$ cat config.mk
export PLATFORM = sky130hd
export DESIGN_NAME = board_mem_arbiter
export DESIGN_NICKNAME = d
export VERILOG_FILES = /design/src/rtl/board_mem_arbiter.sv
export SDC_FILE = /design/constraint.sdc
export NUM_CORES = 1
export LEC_CHECK = 0
export CAP_MARGIN = 20
export CORE_MARGIN = 4
export CORE_UTILIZATION = 50
export DETAILED_ROUTE_END_ITERATION = 8
export PLACE_DENSITY_LB_ADDON = 0.05
export SLEW_MARGIN = 20
export SYNTH_ARGS = -nofsm -noshare
export SYNTH_HDL_FRONTEND = slang
export SYNTH_SLANG_ARGS = --single-unit
export TNS_END_PERCENT = 20
$ cat constraint.sdc
create_clock -name clk -period 5.3 [get_ports clk]
set_input_delay 0.795 -clock clk [delete_from_list [all_inputs] [get_ports clk]]
set_output_delay 0.795 -clock clk [all_outputs]
set_load 0.005 [all_outputs]
$ cat src/rtl/board_mem_arbiter.sv
`default_nettype none
// ============================================================================
// Module      : board_mem_arbiter
// Description : Shares the single-port board RAM between the VGA render path
//               (always wins) and the game logic (free cycles, blanking only).
// Revision    : 1.0 - initial release
// ============================================================================
module board_mem_arbiter #(
  parameter int H_ACTIVE     = 800,
  parameter int V_ACTIVE     = 600,
  parameter int ADDR_W       = 8,
  parameter int DATA_W       = 6,
  parameter int ALLOW_ACTIVE = 0,
  parameter int WAIT_W       = 16
) (
  input  logic              clk,
  input  logic              rst,
  input  logic [10:0]       i_x,
  input  logic [9:0]        i_y,
  input  logic              i_render_req,
  input  logic [ADDR_W-1:0] i_render_addr,
  output logic              o_render_valid,
  output logic [DATA_W-1:0] o_render_data,
  input  logic              i_game_req,
  input  logic              i_game_we,
  input  logic [ADDR_W-1:0] i_game_addr,
  input  logic [DATA_W-1:0] i_game_wdata,
  output logic              o_game_ack,
  output logic [DATA_W-1:0] o_game_rdata,
  output logic [WAIT_W-1:0] o_game_max_wait,
  output logic [ADDR_W-1:0] o_mem_addr,
  output logic              o_mem_we,
  output logic [DATA_W-1:0] o_mem_wdata,
  input  logic [DATA_W-1:0] i_mem_rdata
);

  localparam logic [10:0] c_h_active = 11'(H_ACTIVE);
  localparam logic [9:0]  c_v_active = 10'(V_ACTIVE);
  localparam logic        c_allow    = (ALLOW_ACTIVE != 0);

  typedef enum logic [1:0] {
    S_IDLE    = 2'd0,
    S_ISSUE   = 2'd1,
    S_WAIT_RD = 2'd2,
    S_ACKED   = 2'd3
  } state_t;

  state_t              r_state;
  logic                r_g_we;
  logic                r_rtag0, r_rtag1;
  logic                r_gtag0, r_gtag1;
  logic                r_render_valid;
  logic [DATA_W-1:0]   r_render_data;
  logic                r_game_ack;
  logic [DATA_W-1:0]   r_game_rdata;
  logic [WAIT_W-1:0]   r_wait_cnt;
  logic [WAIT_W-1:0]   r_max_wait;
  logic [ADDR_W-1:0]   r_mem_addr;
  logic                r_mem_we;
  logic [DATA_W-1:0]   r_mem_wdata;

  logic w_active;
  logic w_game_ok;
  logic w_game_pend;
  logic w_render_grant;
  logic w_game_grant;

  assign w_active       = (i_x < c_h_active) && (i_y < c_v_active);
  assign w_game_ok      = ~w_active | c_allow;
  // Masking with the ack pulse keeps a still-held request from being re-granted.
  assign w_game_pend    = i_game_req & ~r_game_ack;
  assign w_render_grant = i_render_req;
  assign w_game_grant   = ~i_render_req & w_game_pend & w_game_ok & (r_state == S_IDLE);

  always_ff @(posedge clk) begin
    if (rst) begin
      r_state        <= S_IDLE;
      r_g_we         <= 1'b0;
      r_rtag0        <= 1'b0;
      r_rtag1        <= 1'b0;
      r_gtag0        <= 1'b0;
      r_gtag1        <= 1'b0;
      r_render_valid <= 1'b0;
      r_render_data  <= '0;
      r_game_ack     <= 1'b0;
      r_game_rdata   <= '0;
      r_wait_cnt     <= '0;
      r_max_wait     <= '0;
      r_mem_addr     <= '0;
      r_mem_we       <= 1'b0;
      r_mem_wdata    <= '0;
    end else begin
      r_rtag0        <= 1'b0;
      r_gtag0        <= 1'b0;
      r_mem_we       <= 1'b0;
      r_game_ack     <= 1'b0;
      r_rtag1        <= r_rtag0;
      r_gtag1        <= r_gtag0;
      r_render_valid <= r_rtag1;
      if (r_rtag1) begin
        r_render_data <= i_mem_rdata;
      end

      if (w_render_grant) begin
        r_mem_addr <= i_render_addr;
        r_rtag0    <= 1'b1;
      end else if (w_game_grant) begin
        r_mem_addr <= i_game_addr;
        r_mem_we   <= i_game_we;
        r_gtag0    <= ~i_game_we;
        r_g_we     <= i_game_we;
        if (i_game_we) begin
          r_mem_wdata <= i_game_wdata;
        end
      end

      if (w_game_grant) begin
        if (r_wait_cnt > r_max_wait) begin
          r_max_wait <= r_wait_cnt;
        end
        r_wait_cnt <= '0;
      end else if (w_game_pend && (r_state == S_IDLE) && (r_wait_cnt != '1)) begin
        r_wait_cnt <= r_wait_cnt + WAIT_W'(1);
      end

      case (r_state)
        S_IDLE: begin
          if (w_game_grant) begin
            r_state <= S_ISSUE;
          end
        end
        S_ISSUE: begin
          if (r_g_we) begin
            r_game_ack <= 1'b1;
            r_state    <= S_IDLE;
          end else begin
            r_state <= S_WAIT_RD;
          end
        end
        S_WAIT_RD: begin
          // The game slot tag marks the cycle the RAM returns the game's read.
          if (r_gtag1) begin
            r_game_ack   <= 1'b1;
            r_game_rdata <= i_mem_rdata;
            r_state      <= S_ACKED;
          end
        end
        S_ACKED: begin
          r_state <= S_IDLE;
        end
        default: begin
          r_state <= S_IDLE;
        end
      endcase
    end
  end

  assign o_render_valid  = r_render_valid;
  assign o_render_data   = r_render_data;
  assign o_game_ack      = r_game_ack;
  assign o_game_rdata    = r_game_rdata;
  assign o_game_max_wait = r_max_wait;
  assign o_mem_addr      = r_mem_addr;
  assign o_mem_we        = r_mem_we;
  assign o_mem_wdata     = r_mem_wdata;

endmodule
`default_nettype wire
# Word-level counts from Yosys, hierarchy flattened
# Index checks and enable logic that the tools add are counted.
dict set report totals {
  regBits 68
  out_inout_bits 45
  input_bits 54
}
dict set report classes {
  eq_ne 6
  n_bitwise 9
  n_mux 10
  add_sub_neg 1
  n_reduce_logical 12
  order_cmp 3
}
# op count
set ops {}
lappend ops {{16-bit by 1-bit adder with 16-bit output (second input constant)} 1}
lappend ops {{16-bit > comparator} 1}
lappend ops {{8-bit two-way mux} 2}
lappend ops {{16-bit != test (second input constant)} 1}
lappend ops {{11-bit by 10-bit less-than comparator with 1-bit output (second input constant)} 1}
lappend ops {{10-bit less-than comparator (second input constant)} 1}
lappend ops {{2-bit one-hot mux with 4 select lines} 1}
lappend ops {{2-bit AND reduction} 4}
lappend ops {{2-bit two-way mux} 3}
lappend ops {{1-bit NOT} 5}
lappend ops {{1-bit bitwise AND} 4}
lappend ops {{2-bit equality test (second input constant)} 2}
lappend ops {{2-bit != test (second input constant)} 2}
lappend ops {{1-bit logical AND} 3}
lappend ops {{1-bit two-way mux} 3}
lappend ops {{3-bit AND reduction} 1}
lappend ops {{3-bit OR reduction} 1}
lappend ops {{2-bit by 1-bit equality test with 1-bit output (second input constant)} 1}
lappend ops {{2-bit zero test} 1}
lappend ops {{1-bit one-hot mux with 2 select lines} 1}
lappend ops {{2-bit nonzero test} 1}
lappend ops {{2-bit OR reduction} 1}

# Logic depth before layout (Yosys ltp)
# Gate-level depths: netlist of the first run.
dict set report depth {
  ltp_word 7
  depth_mapped 9
  depth_no_buf 8
}

# Least setup slack after synthesis of the first run
# Ideal clock, no wire load.
dict set report synth_timing {
  path_kind {input -> register}
  from {in i_x[7]}
  to {reg r_mem_addr[6] (netlist: o_mem_addr[6])}
  arrival_ns 2.190
  required_time_ns 5.172
  cell_stages 7
  setup_slack_ns 2.983
  path_buffers 1
  setup_time_ns 0.128
  cell_sequence {or3_1 a31oi_2 o22ai_4 buf_6 mux2_4 mux2i_1 nor2_1}
}
dict set report synth_via {
  elab_chain_len 6
}
# item line
set synth_rtl {}
lappend synth_rtl {{from (decl)} 18} ;# input logic [10:0] i_x,
lappend synth_rtl {{11-bit by 10-bit less-than comparator with 1-bit output} 68} ;# assign w_active = (i_x < c_h_active) && (i_y < c_v_active);
lappend synth_rtl {{1-bit logical AND} 68}
lappend synth_rtl {{1-bit NOT} 69} ;# assign w_game_ok = ~w_active | c_allow;
lappend synth_rtl {{1-bit bitwise AND (2 in a row)} 73} ;# assign w_game_grant = ~i_render_req & w_game_pend & w_game_ok & (r_state == S_IDLE);
lappend synth_rtl {{2-bit nonzero test (no line)} --}
lappend synth_rtl {{to (signal assigned)} 105} ;# r_mem_addr <= i_render_addr;
lappend synth_rtl {{to (signal assigned)} 108} ;# r_mem_addr <= i_game_addr;
lappend synth_rtl {{to (decl)} 58} ;# logic [ADDR_W-1:0] r_mem_addr;
# Every way passes these cells.
# A chain may end at the register's enable or synchronous reset.

# Worst setup path in the final report of the first run
dict set report layout_timing {
  from {in i_render_req}
  to {reg r_max_wait[0] (netlist: o_game_max_wait[0])}
}
dict set report layout_via {
  elab_chain_len 5
}
# item line
set layout_rtl {}
lappend layout_rtl {{from (decl)} 20} ;# input logic i_render_req,
lappend layout_rtl {{1-bit NOT (no line)} --}
lappend layout_rtl {{1-bit bitwise AND (3 in a row)} 73}
lappend layout_rtl {{2-bit AND reduction (no line)} --}
lappend layout_rtl {{to (signal assigned)} 119} ;# r_max_wait <= r_wait_cnt;
lappend layout_rtl {{to (decl)} 57} ;# logic [WAIT_W-1:0] r_max_wait;
# Every way passes these cells.

==> results.tsv, run 1 <==
stage	metric	value	unit
run_status	status	finished clean	
clock_network	H-tree lvl count	3	
clock_network	clock sink count	68	
critical_path	crit-path max FO	19	
detailed_routing	first-iteration detailed-routing DRC count	99	
sta	final hold violations	0	
clock_network	CTS Buffer Depth	2	
global_routing	All-Layer GR Usage	0.184	
critical_path	critical path's largest stage delay	0.73	ns
final_layout	share of cells above drive strength 1	0.0783	
floorplan	Die ar.	8180	sq um
detailed_routing	via-per-instance ratio	5.21	
logic_synthesis	synthesized area per cell	9.16	sq um
critical_path	WP data required	5.56	ns
critical_path	crit path cell chain	clkdlybuf4s50_1 -> nor3b_2 -> nand3_1 -> o22ai_4 -> nand2_4 -> a21oi_4 -> mux2i_1	
sta	Least-Margin Pin Slew	0.701	ns
final_layout	fin util	0.699	
critical_path	CP arrival	3.57	ns
clock_network	worst skew pair latency	0.34	ns
final_layout	ANT cells	0	
floorplan	Rows	29	
detailed_routing	residual DRC count	0	
sta	Min Hold Slack	0.438	ns
detailed_routing	Routed Wire Length	7180	microns
floorplan	Die H	90.4	microns
global_routing	initial antenna violation count	0	
clock_network	CTS root buf	clkbuf_8	
placed_design	Placed Instance Area	4290	sq um
logic_synthesis	Syn Nets	446	
final_layout	Design Area, Final	4510	sq um
detailed_routing	Pre-antenna DRT Iters	4	
critical_path	Worst Setup Start Kind	primary input	
global_routing	global-route wire length before repair	12400	microns
sta	Final period util	0.624	
placed_design	routability cong.	0.777	
critical_path	Crit-path slowest cell	clkdlybuf4s50_1	
logic_synthesis	Synth Cell Area	3400	sq um
critical_path	worst setup path category	primary input to flip-flop	
logic_synthesis	post-synthesis mux area share	0.119	
logic_synthesis	Synth Area in Adders	0.0773	
sta	Slew headroom	0.532	
detailed_routing	routed length per instance	13.4	microns
sta	RSZ-0062 raised after global routing	no	
floorplan	Starting Density	0.526	
logic_synthesis	main combinational cell family by area after synthesis	simple AND/OR/NAND/NOR gates	
final_layout	Final nets	531	
sta	TNS Setup	0	ns
detailed_routing	antenna-violating nets left	0	
logic_synthesis	FF+latch count, synth	68	
critical_path	worst path bufs/invs	1	
global_routing	pin count of the biggest net entering global routing	70	
global_routing	grt ovf	0	
run	max cap viols	0	
floorplan	Core Region	6460	sq um
clock_network	post-cts resize count	0	
placed_design	HPWL Detailed	5270	microns
clock_network	Hold-fix buffers, CTS	0	
global_routing	vias in the first global route	2830	
clock_network	Post-CTS Setup Inserts	0	
sta	Max Freq	302	MHz
logic_synthesis	part of the Yosys area used for sequential elements	0.401	
clock_network	CTS tree	done	
sta	Final Max Slew Viols	0	
power	LEAKAGE	1.63	nW
logic_synthesis	Distinct cells, synth	43	
worst_hold_path	Hold/Removal Path Class	flip-flop to flip-flop	
floorplan	num ports	99	
placed_design	Port Buffers	90	
clock_network	Clock transition at path regs	0.07	ns
critical_path	CP endpoint kind	flip-flop	
sta	clock period minus final worst setup slack	3.31	ns
clock_network	CTS buffer count	9	
logic_synthesis	simple-gate share of the synthesized area	0.227	
critical_path	CP top delay family	compound AO/OA/AOI/OAI gates	
final_layout	area delta synth->final	32.9	%
sta	Layout Skew	0.00775	ns
logic_synthesis	compound-gate portion of the synthesized area	0.0884	
floorplan	Die X	90.4	microns
sta	Finish-stage setup viols	0	
logic_synthesis	xor/xnor share of the synthesized area	0.0335	
detailed_routing	via count	2797	
power	Worst IR Drop VDD	0.191	mV
logic_synthesis	Post-Synthesis Cells	371	
power	PD cells	261	nW/um^2
logic_synthesis	Synth warnings	0	
-- state kept, by name (all words and copies together) (netlist names), named ones only --
register	flops
r_g_we	1
r_state	1
o_render_data	6
o_game_rdata	6
r_gtag1	1
o_mem_we	1
r_rtag1	1
o_game_ack	1
r_rtag0	1
r_gtag0	1
o_render_valid	1
o_mem_wdata	6
o_game_max_wait	16
r_wait_cnt	16
o_mem_addr	8
-- layout by cell type (no fill, tap or decap), drive strengths merged, types with 2 or more instances in the layout --
| master | Yosys | final |
|---|---|---|
| and4 | 2 | 2 |
| nor2 | 34 | 34 |
| bufinv | 0 | 2 |
| inv | 21 | 21 |
| a211oi | 2 | 2 |
| nor3 | 6 | 6 |
| or3 | 3 | 3 |
| a31oi | 2 | 2 |
| ha | 21 | 21 |
| mux2 | 8 | 8 |
| xor2 | 7 | 7 |
| clkbuf | 10 | 11 |
| nand2 | 34 | 34 |
| nand4 | 7 | 7 |
| dfxtp | 68 | 68 |
| nand2b | 35 | 35 |
| nor2b | 5 | 5 |
| nand3 | 18 | 18 |
| mux2i | 31 | 31 |
| o21ai | 3 | 3 |
| clkdlybuf4s50 | 0 | 89 |
| a21oi | 26 | 26 |
| buf | 7 | 2 |
| a21o | 3 | 3 |
| xnor2 | 6 | 6 |
-- final cells by class --
type / instances / area, sq um
Timing Repair Buffer: 91 / 903
Clock inverter: 4 / 72.6
Multi-Input combinational cell: 265 / 1850
Fill cell: 544 / 1940
Tap cell: 77 / 96.3
Clock buffer: 11 / 151
Sequential cell: 68 / 1360
Inverter: 21 / 78.8
-- worst paths after layout --
kind,start,endpoint,slack [ns],depth (start not counted)
worst min-delay path,r_gtag0$_SDFF_PP0_,r_gtag1$_SDFF_PP0_,0.44,1
worst max-delay path,i_render_req,o_game_max_wait[0]$_SDFFE_PP0P_,1.99,7
worst min register to register,r_gtag0$_SDFF_PP0_,r_gtag1$_SDFF_PP0_,0.44,1
worst max register to register,r_state[0]$_SDFFE_PP0P_,o_game_max_wait[0]$_SDFFE_PP0P_,2.94,7
-- layer usage --
| metal | wire length [microns] | global-route usage | part of all wire |
|---|---|---|---|
| met2 | 3730 | 0.342 | 0.52 |
| met5 | 0 | 0 | 0 |
| met1 | 2890 | 0.189 | 0.40 |
| met4 | 97 | 0.0625 | 0.014 |
| met3 | 459 | 0.0683 | 0.064 |
-- cell usage after synthesis --
master	n	area (sq um)
dfxtp_1	68	1360
nand2b_1	35	219
nand2_1	33	124
nor2_1	33	124
mux2i_1	31	310
a21oi_1	25	125
ha_1	21	263
inv_1	21	78.8
nand3_1	18	90.1
clkbuf_1	10	37.5
mux2_2	7	78.8
nand4_1	7	43.8
xor2_1	7	61.3
nor3_1	6	30.0
xnor2_1	6	52.6
nor2b_1	5	31.3
buf_6	4	45.0
a21o_1	3	22.5
o21ai_0	3	15.0
or3_1	3	18.8
a31oi_2	2	25.0
and4_1	2	17.5
a211oi_1	1	7.51
a211oi_4	1	20.0
a21oi_4	1	16.3
a221oi_1	1	8.76
a311oi_2	1	15.0
a31o_2	1	8.76
and3_1	1	6.26
buf_1	1	3.75
buf_2	1	5.00
buf_8	1	15.0
mux2_4	1	15.0
nand2_4	1	11.3
nand3b_1	1	7.51
nor2_2	1	6.26
nor3b_2	1	12.5
nor4_2	1	12.5
nor4b_1	1	8.76
o21bai_1	1	7.51
o221ai_1	1	8.76
o22ai_4	1	20.0
or2_1	1	6.26
-- where the power goes --
group,switching (mW),internal [mW],leakage (nW)
Sequential,0.0119,0.526,0.551
Clock,0.187,0.287,0.111
Combinational,0.0747,0.0921,0.967
Total,0.274,0.905,1.63
-- cell families (layout without fill, tap and decap cells) --
kind of cell / count (synthesis) / in the layout
AOI/OAI and AO/OA: 42 / 42
and+or+nand+nor: 150 / 150
muxes: 39 / 39
DFF: 68 / 68
adders and majority gates: 21 / 21
xor gates and xnor gates: 13 / 13
buffers and inverters: 38 / 127
-- per-stage QoR --
| stage | total power [mW] | std cells | worst slack [ns] |
|---|---|---|---|
| 4_1_cts | 1.20 | 537 | 1.94 |
| 2_1_floorplan | 0.651 | 371 | 2.98 |
| 3_3_place_gp | 0.713 | 522 | 1.66 |
| 3_5_place_dp | 0.718 | 522 | 1.58 |
| 6_report | 1.18 | 537 | 1.99 |
| 5_1_grt | 1.24 | 537 | 1.76 |
(Power assumes the default switching activity.)
==> inputs of run 2 (changes only) <==
Settings changed: CORE_UTILIZATION 50 to 43.
Clock period 5.3 ns to 3 ns, I/O delays scaled along.
==> results.tsv, run 2 (synthesized netlist as in run 1, its figures left out) <==
stage	metric	value	unit
final_layout	area delta synth->final	34.6	%
global_routing	pin count of the biggest net entering global routing	69	
final_layout	commonest non-fill, non-tap cell in the layout	clkdlybuf4s50_1	
clock_network	worst skew pair latency	0.34	ns
clock_network	post-cts resize count	0	
run	max cap viols	0	
final_layout	share of cells above drive strength 1	0.0882	
floorplan	Rows	32	
floorplan	Die ar.	9390	sq um
worst_hold_path	Hold/Removal Path Class	flip-flop to flip-flop	
placed_design	routability cong.	0.788	
sta	Slew headroom	0.593	
global_routing	initial antenna violation count	0	
floorplan	Die H	96.9	microns
clock_network	Clock transition at path regs	0.08	ns
detailed_routing	first-iteration detailed-routing DRC count	44	
clock_network	clock sink count	68	
sta	Max Freq	458	MHz
placed_design	Port Buffers	90	
critical_path	reg2reg setup slack	0.97	ns
sta	Min Hold Slack	0.438	ns
critical_path	Crit-path slowest cell	clkdlybuf4s50_1	
clock_network	CTS root buf	clkbuf_8	
critical_path	worst setup path start	i_game_req	
critical_path	R2R depth	7	
critical_path	CP endpoint kind	flip-flop	
sta	Least-Margin Pin Slew	0.610	ns
detailed_routing	residual DRC count	0	
critical_path	crit-path max FO	17	
global_routing	global-route wire length before repair	12700	microns
sta	Final Max Slew Viols	0	
clock_network	CTS buffer count	9	
detailed_routing	via count	2756	
critical_path	Worst Setup Start Kind	primary input	
final_layout	Final nets	535	
sta	Finish-stage setup viols	0	
global_routing	grt ovf	0	
clock_network	Hold-fix buffers, CTS	0	
detailed_routing	Pre-antenna DRT Iters	4	
sta	final hold violations	0	
sta	TNS Setup	0	ns
sta	clock period minus final worst setup slack	2.18	ns
placed_design	HPWL Detailed	5510	microns
final_layout	most frequent cells in the layout	clkdlybuf4s50_1, dfxtp_1, nand2b_1	
critical_path	worst flop-to-flop path endpoint	r_wait_cnt[8]$_SDFFE_PP0P_	
detailed_routing	routed length per instance	13.1	microns
critical_path	CP endpoint	o_mem_addr[2]$_SDFFE_PP0P_	
final_layout	ANT cells	0	
clock_network	H-tree lvl count	3	
global_routing	All-Layer GR Usage	0.162	
sta	Setup WS post-layout	0.817	ns
critical_path	critical path's largest stage delay	0.49	ns
critical_path	worst setup path category	primary input to flip-flop	
critical_path	crit path cell chain	clkdlybuf4s50_1 -> nor3b_2 -> nand3_1 -> o22ai_4 -> buf_4 -> mux2_2 -> mux2i_1 -> nor2_1	
critical_path	CP arrival	2.39	ns
global_routing	vias in the first global route	2748	
run_status	status	finished clean	
power	Worst IR Drop VDD	0.416	mV
clock_network	Post-CTS Setup Inserts	0	
sta	Layout Skew	0.00936	ns
floorplan	Starting Density	0.442	
power	PD cells	458	nW/um^2
clock_network	CTS Buffer Depth	2	
sta	RSZ-0062 raised after global routing	no	
worst_hold_path	worst hold path depth	1	
floorplan	Die X	96.9	microns
detailed_routing	antenna-violating nets left	0	
critical_path	r2r startpoint	r_state[0]$_SDFFE_PP0P_	
floorplan	Core Region	7690	sq um
floorplan	num ports	99	
placed_design	pre-CTS setup slack	0.455	ns
detailed_routing	Routed Wire Length	7410	microns
critical_path	WP data required	3.21	ns
power	LEAKAGE	1.65	nW
detailed_routing	via-per-instance ratio	4.86	
clock_network	CTS tree	done	
sta	Final period util	0.728	
## run 2: layout make-up
type	instances	area, sq um
flip-flops and latches	68	1360
clock buffers	9	124
multi-input cells	265	1850
clock inverters	7	97.6
fillers	689	3110
repair buffers	95	933
inverters	21	78.8
well taps	102	128
## run 2: worst min-delay path by stage
stage                                  start                  to
after CTS                 r_gtag0$_SDFF_PP0_  r_gtag1$_SDFF_PP0_
final                     r_gtag0$_SDFF_PP0_  r_gtag1$_SDFF_PP0_
after floorplan           r_gtag0$_SDFF_PP0_  r_gtag1$_SDFF_PP0_
after global routing      r_gtag0$_SDFF_PP0_  r_gtag1$_SDFF_PP0_
after global placement    r_gtag0$_SDFF_PP0_  r_gtag1$_SDFF_PP0_
after detailed placement  r_rtag0$_SDFF_PP0_  r_rtag1$_SDFF_PP0_
## run 2: metrics by stage
step / instance area, sq um / cells / total power [mW] / util
CTS: 4570 / 567 / 2.12 / 0.595
floorplan: 3400 / 371 / 1.15 / -
global route: 4570 / 567 / 2.19 / 0.595
global placement: 4350 / 551 / 1.27 / 0.566
finish: 4570 / 567 / 2.09 / 0.595
detailed placement: 4350 / 551 / 1.28 / 0.566
## run 2: layer usage
metal,GRT usage,routed length [microns],vias up
met5,0,0,-
met4,0.0551,81,0
met3,0.0461,422,7
met2,0.299,3840,53
met1,0.174,3070,1264
li1,-,-,1432
## run 2: critical path, delay by kind of cell
kind | cells | cell delay (ns)
compound gates | 1 | 0.20
simple gates | 3 | 0.47
mux | 2 | 0.49
buf+inv | 2 | 0.77
## run 2: where the power goes
group	internal (mW)	switching (mW)	total (mW)
registers	0.929	0.0208	0.950
clock network	0.472	0.371	0.843
logic	0.167	0.135	0.302
total	1.57	0.527	2.09
==> inputs of run 3 (changes only) <==
Clock period 3 ns to 1.9 ns, I/O delays scaled along.
==> results.tsv, run 3 (synthesized netlist as in run 1, its figures left out) <==
stage	metric	value	unit
critical_path	CP endpoint kind	flip-flop	
placed_design	routability cong.	0.800	
detailed_routing	routed length per instance	13.4	microns
global_routing	global-route wire length before repair	13100	microns
clock_network	CTS Buffer Depth	2	
detailed_routing	residual DRC count	0	
sta	Layout Skew	0.0108	ns
sta	Final Max Slew Viols	0	
critical_path	R2R depth	8	
final_layout	Final nets	581	
clock_network	worst skew pair latency	0.34	ns
detailed_routing	Routed Wire Length	8220	microns
clock_network	CTS buffer count	9	
floorplan	num ports	99	
sta	Least-Margin Pin Slew	0.391	ns
detailed_routing	M1 wire length	3360	microns
critical_path	crit path cell chain	inv_2 -> ha_4 -> nand4_1 -> buf_4 -> o21bai_2 -> a21oi_4 -> buf_6 -> mux2i_2	
global_routing	vias in the first global route	2943	
sta	RSZ-0062 raised after global routing	yes	
placed_design	Placed Instance Area	4670	sq um
sta	clock period minus final worst setup slack	1.90	ns
critical_path	crit-path max FO	5	
placed_design	Port Buffers	90	
run_status	failing checks	negative setup slack	
clock_network	H-tree lvl count	3	
placed_design	HPWL Detailed	6040	microns
detailed_routing	via-per-instance ratio	4.89	
critical_path	worst flop-to-flop path endpoint	o_game_max_wait[4]$_SDFFE_PP0P_	
run	max cap viols	0	
critical_path	reg2reg setup slack	-0.001	ns
sta	Slew headroom	0.739	
critical_path	critical path's largest stage delay	0.36	ns
sta	TNS Setup	-0.00112	ns
power	Worst IR Drop VDD	0.458	mV
floorplan	Core Region	7690	sq um
critical_path	Crit-path slowest cell	dfxtp_2	
sta	Final period util	1.00	
worst_hold_path	Hold/Removal Path Class	primary input to flip-flop	
detailed_routing	Pre-antenna DRT Iters	4	
floorplan	Die X	96.9	microns
sta	Max Freq	526	MHz
sta	Setup WS post-layout	-0.00112	ns
global_routing	pin count of the biggest net entering global routing	39	
clock_network	clock sink count	68	
floorplan	Die H	96.9	microns
critical_path	worst setup path start	o_game_max_wait[12]$_SDFFE_PP0P_	
global_routing	initial antenna violation count	0	
clock_network	Hold-fix buffers, CTS	0	
clock_network	Clock transition at path regs	0.08	ns
critical_path	r2r startpoint	o_game_max_wait[12]$_SDFFE_PP0P_	
final_layout	ANT cells	0	
detailed_routing	max layer used	met4	
global_routing	All-Layer GR Usage	0.168	
run_status	status	complete, but fails checks	
critical_path	CP arrival	2.16	ns
final_layout	Design Area, Final	5080	sq um
power	PD cells	670	nW/um^2
final_layout	most frequent cells in the layout	clkdlybuf4s50_1, dfxtp_1, buf_4	
sta	Finish-stage setup viols	1	
final_layout	area delta synth->final	49.7	%
clock_network	CTS root buf	clkbuf_8	
floorplan	Rows	32	
global_routing	grt ovf	0	
final_layout	commonest non-fill, non-tap cell in the layout	clkdlybuf4s50_1	
power	LEAKAGE	1.91	nW
critical_path	worst setup path category	flip-flop to flip-flop	
power	total power	3.41	mW
sta	final hold violations	0	
final_layout	share of cells above drive strength 1	0.233	
placed_design	pre-CTS setup slack	-0.382	ns
detailed_routing	via count	2996	
clock_network	CTS tree	done	
critical_path	WP data required	2.16	ns
detailed_routing	met3 wire len	380	microns
detailed_routing	antenna-violating nets left	0	
detailed_routing	first-iteration detailed-routing DRC count	63	
detailed_routing	met2 wire len	4320	microns
critical_path	Worst Setup Start Kind	flip-flop	
floorplan	Die ar.	9390	sq um
floorplan	Starting Density	0.442	
critical_path	CP endpoint	o_game_max_wait[4]$_SDFFE_PP0P_	
==> run 3: cell types whose count changed in the layout (fill, tap and decap cells not counted), moves of 3 or more <==
cell	previous run	this run
ha_4	0	6
nand2_2	0	3
dfxtp_2	0	10
buf_6	0	3
dfxtp_1	68	58
buf_4	5	47
ha_1	21	14
inv_2	0	5
nand2_1	33	30
inv_1	21	16
==> run 3: final cells by class <==
type | instances | area (sq um)
fillers | 655 | 2600
multi-input cells | 266 | 2010
flip-flops and latches | 68 | 1370
repair buffers | 140 | 1280
clock buffers | 10 | 128
well taps | 102 | 128
clock inverters | 6 | 87.6
inverters | 21 | 78.8
==> run 3: repair_timing <==
action	in CTS	in global routing
resized for setup	2	39
endpoints found under the setup margin	16	49
pin swaps	0	9
cloned	0	1
hold endpoints to repair	0	0
setup buffers	0	2
==> run 3: critical path, delay by kind of cell, from the launching register on <==
kind            cells  cell delay, ns
compound gates      2            0.42
fa+ha+maj           1            0.25
buf+inv             3            0.40
flops               1            0.36
mux                 1            0.21
simple gates        1            0.18
==> run 3: power breakdown <==
group / internal (mW) / total [mW] / switching [mW]
Combinational: 0.348 / 0.601 / 0.253
Sequential: 1.47 / 1.50 / 0.0285
Clock: 0.742 / 1.31 / 0.569
Total: 2.56 / 3.41 / 0.850
==> run 3: worst min path at each step <==
stage                       startpoint                         end  slack [ns]  cells after the start
floorplan           r_gtag0$_SDFF_PP0_          r_gtag1$_SDFF_PP0_        0.41                      1
global placement    r_gtag0$_SDFF_PP0_          r_gtag1$_SDFF_PP0_        0.42                      1
detailed placement  r_rtag0$_SDFF_PP0_          r_rtag1$_SDFF_PP0_        0.42                      1
CTS                                rst  o_mem_addr[7]$_SDFFE_PP0P_        0.27                      2
global route                       rst  o_mem_addr[7]$_SDFFE_PP0P_        0.27                      2
finish                             rst  o_mem_addr[1]$_SDFFE_PP0P_        0.28                      2
==> run 3: through the flow <==
step | hold slack, ns | utilization | std cells
floorplan | 0.414 | - | 371
global placement | 0.424 | 0.608 | 594
detailed placement | 0.424 | 0.608 | 594
CTS | 0.269 | 0.638 | 610
global route | 0.272 | 0.661 | 613
finish | 0.279 | 0.661 | 613
==> run 3: metal layers <==
metal	global-route usage	vias to the layer above
li1	-	1532
met1	0.184	1388
met2	0.307	61
met3	0.0418	15
met4	0.0702	0
met5	0	-
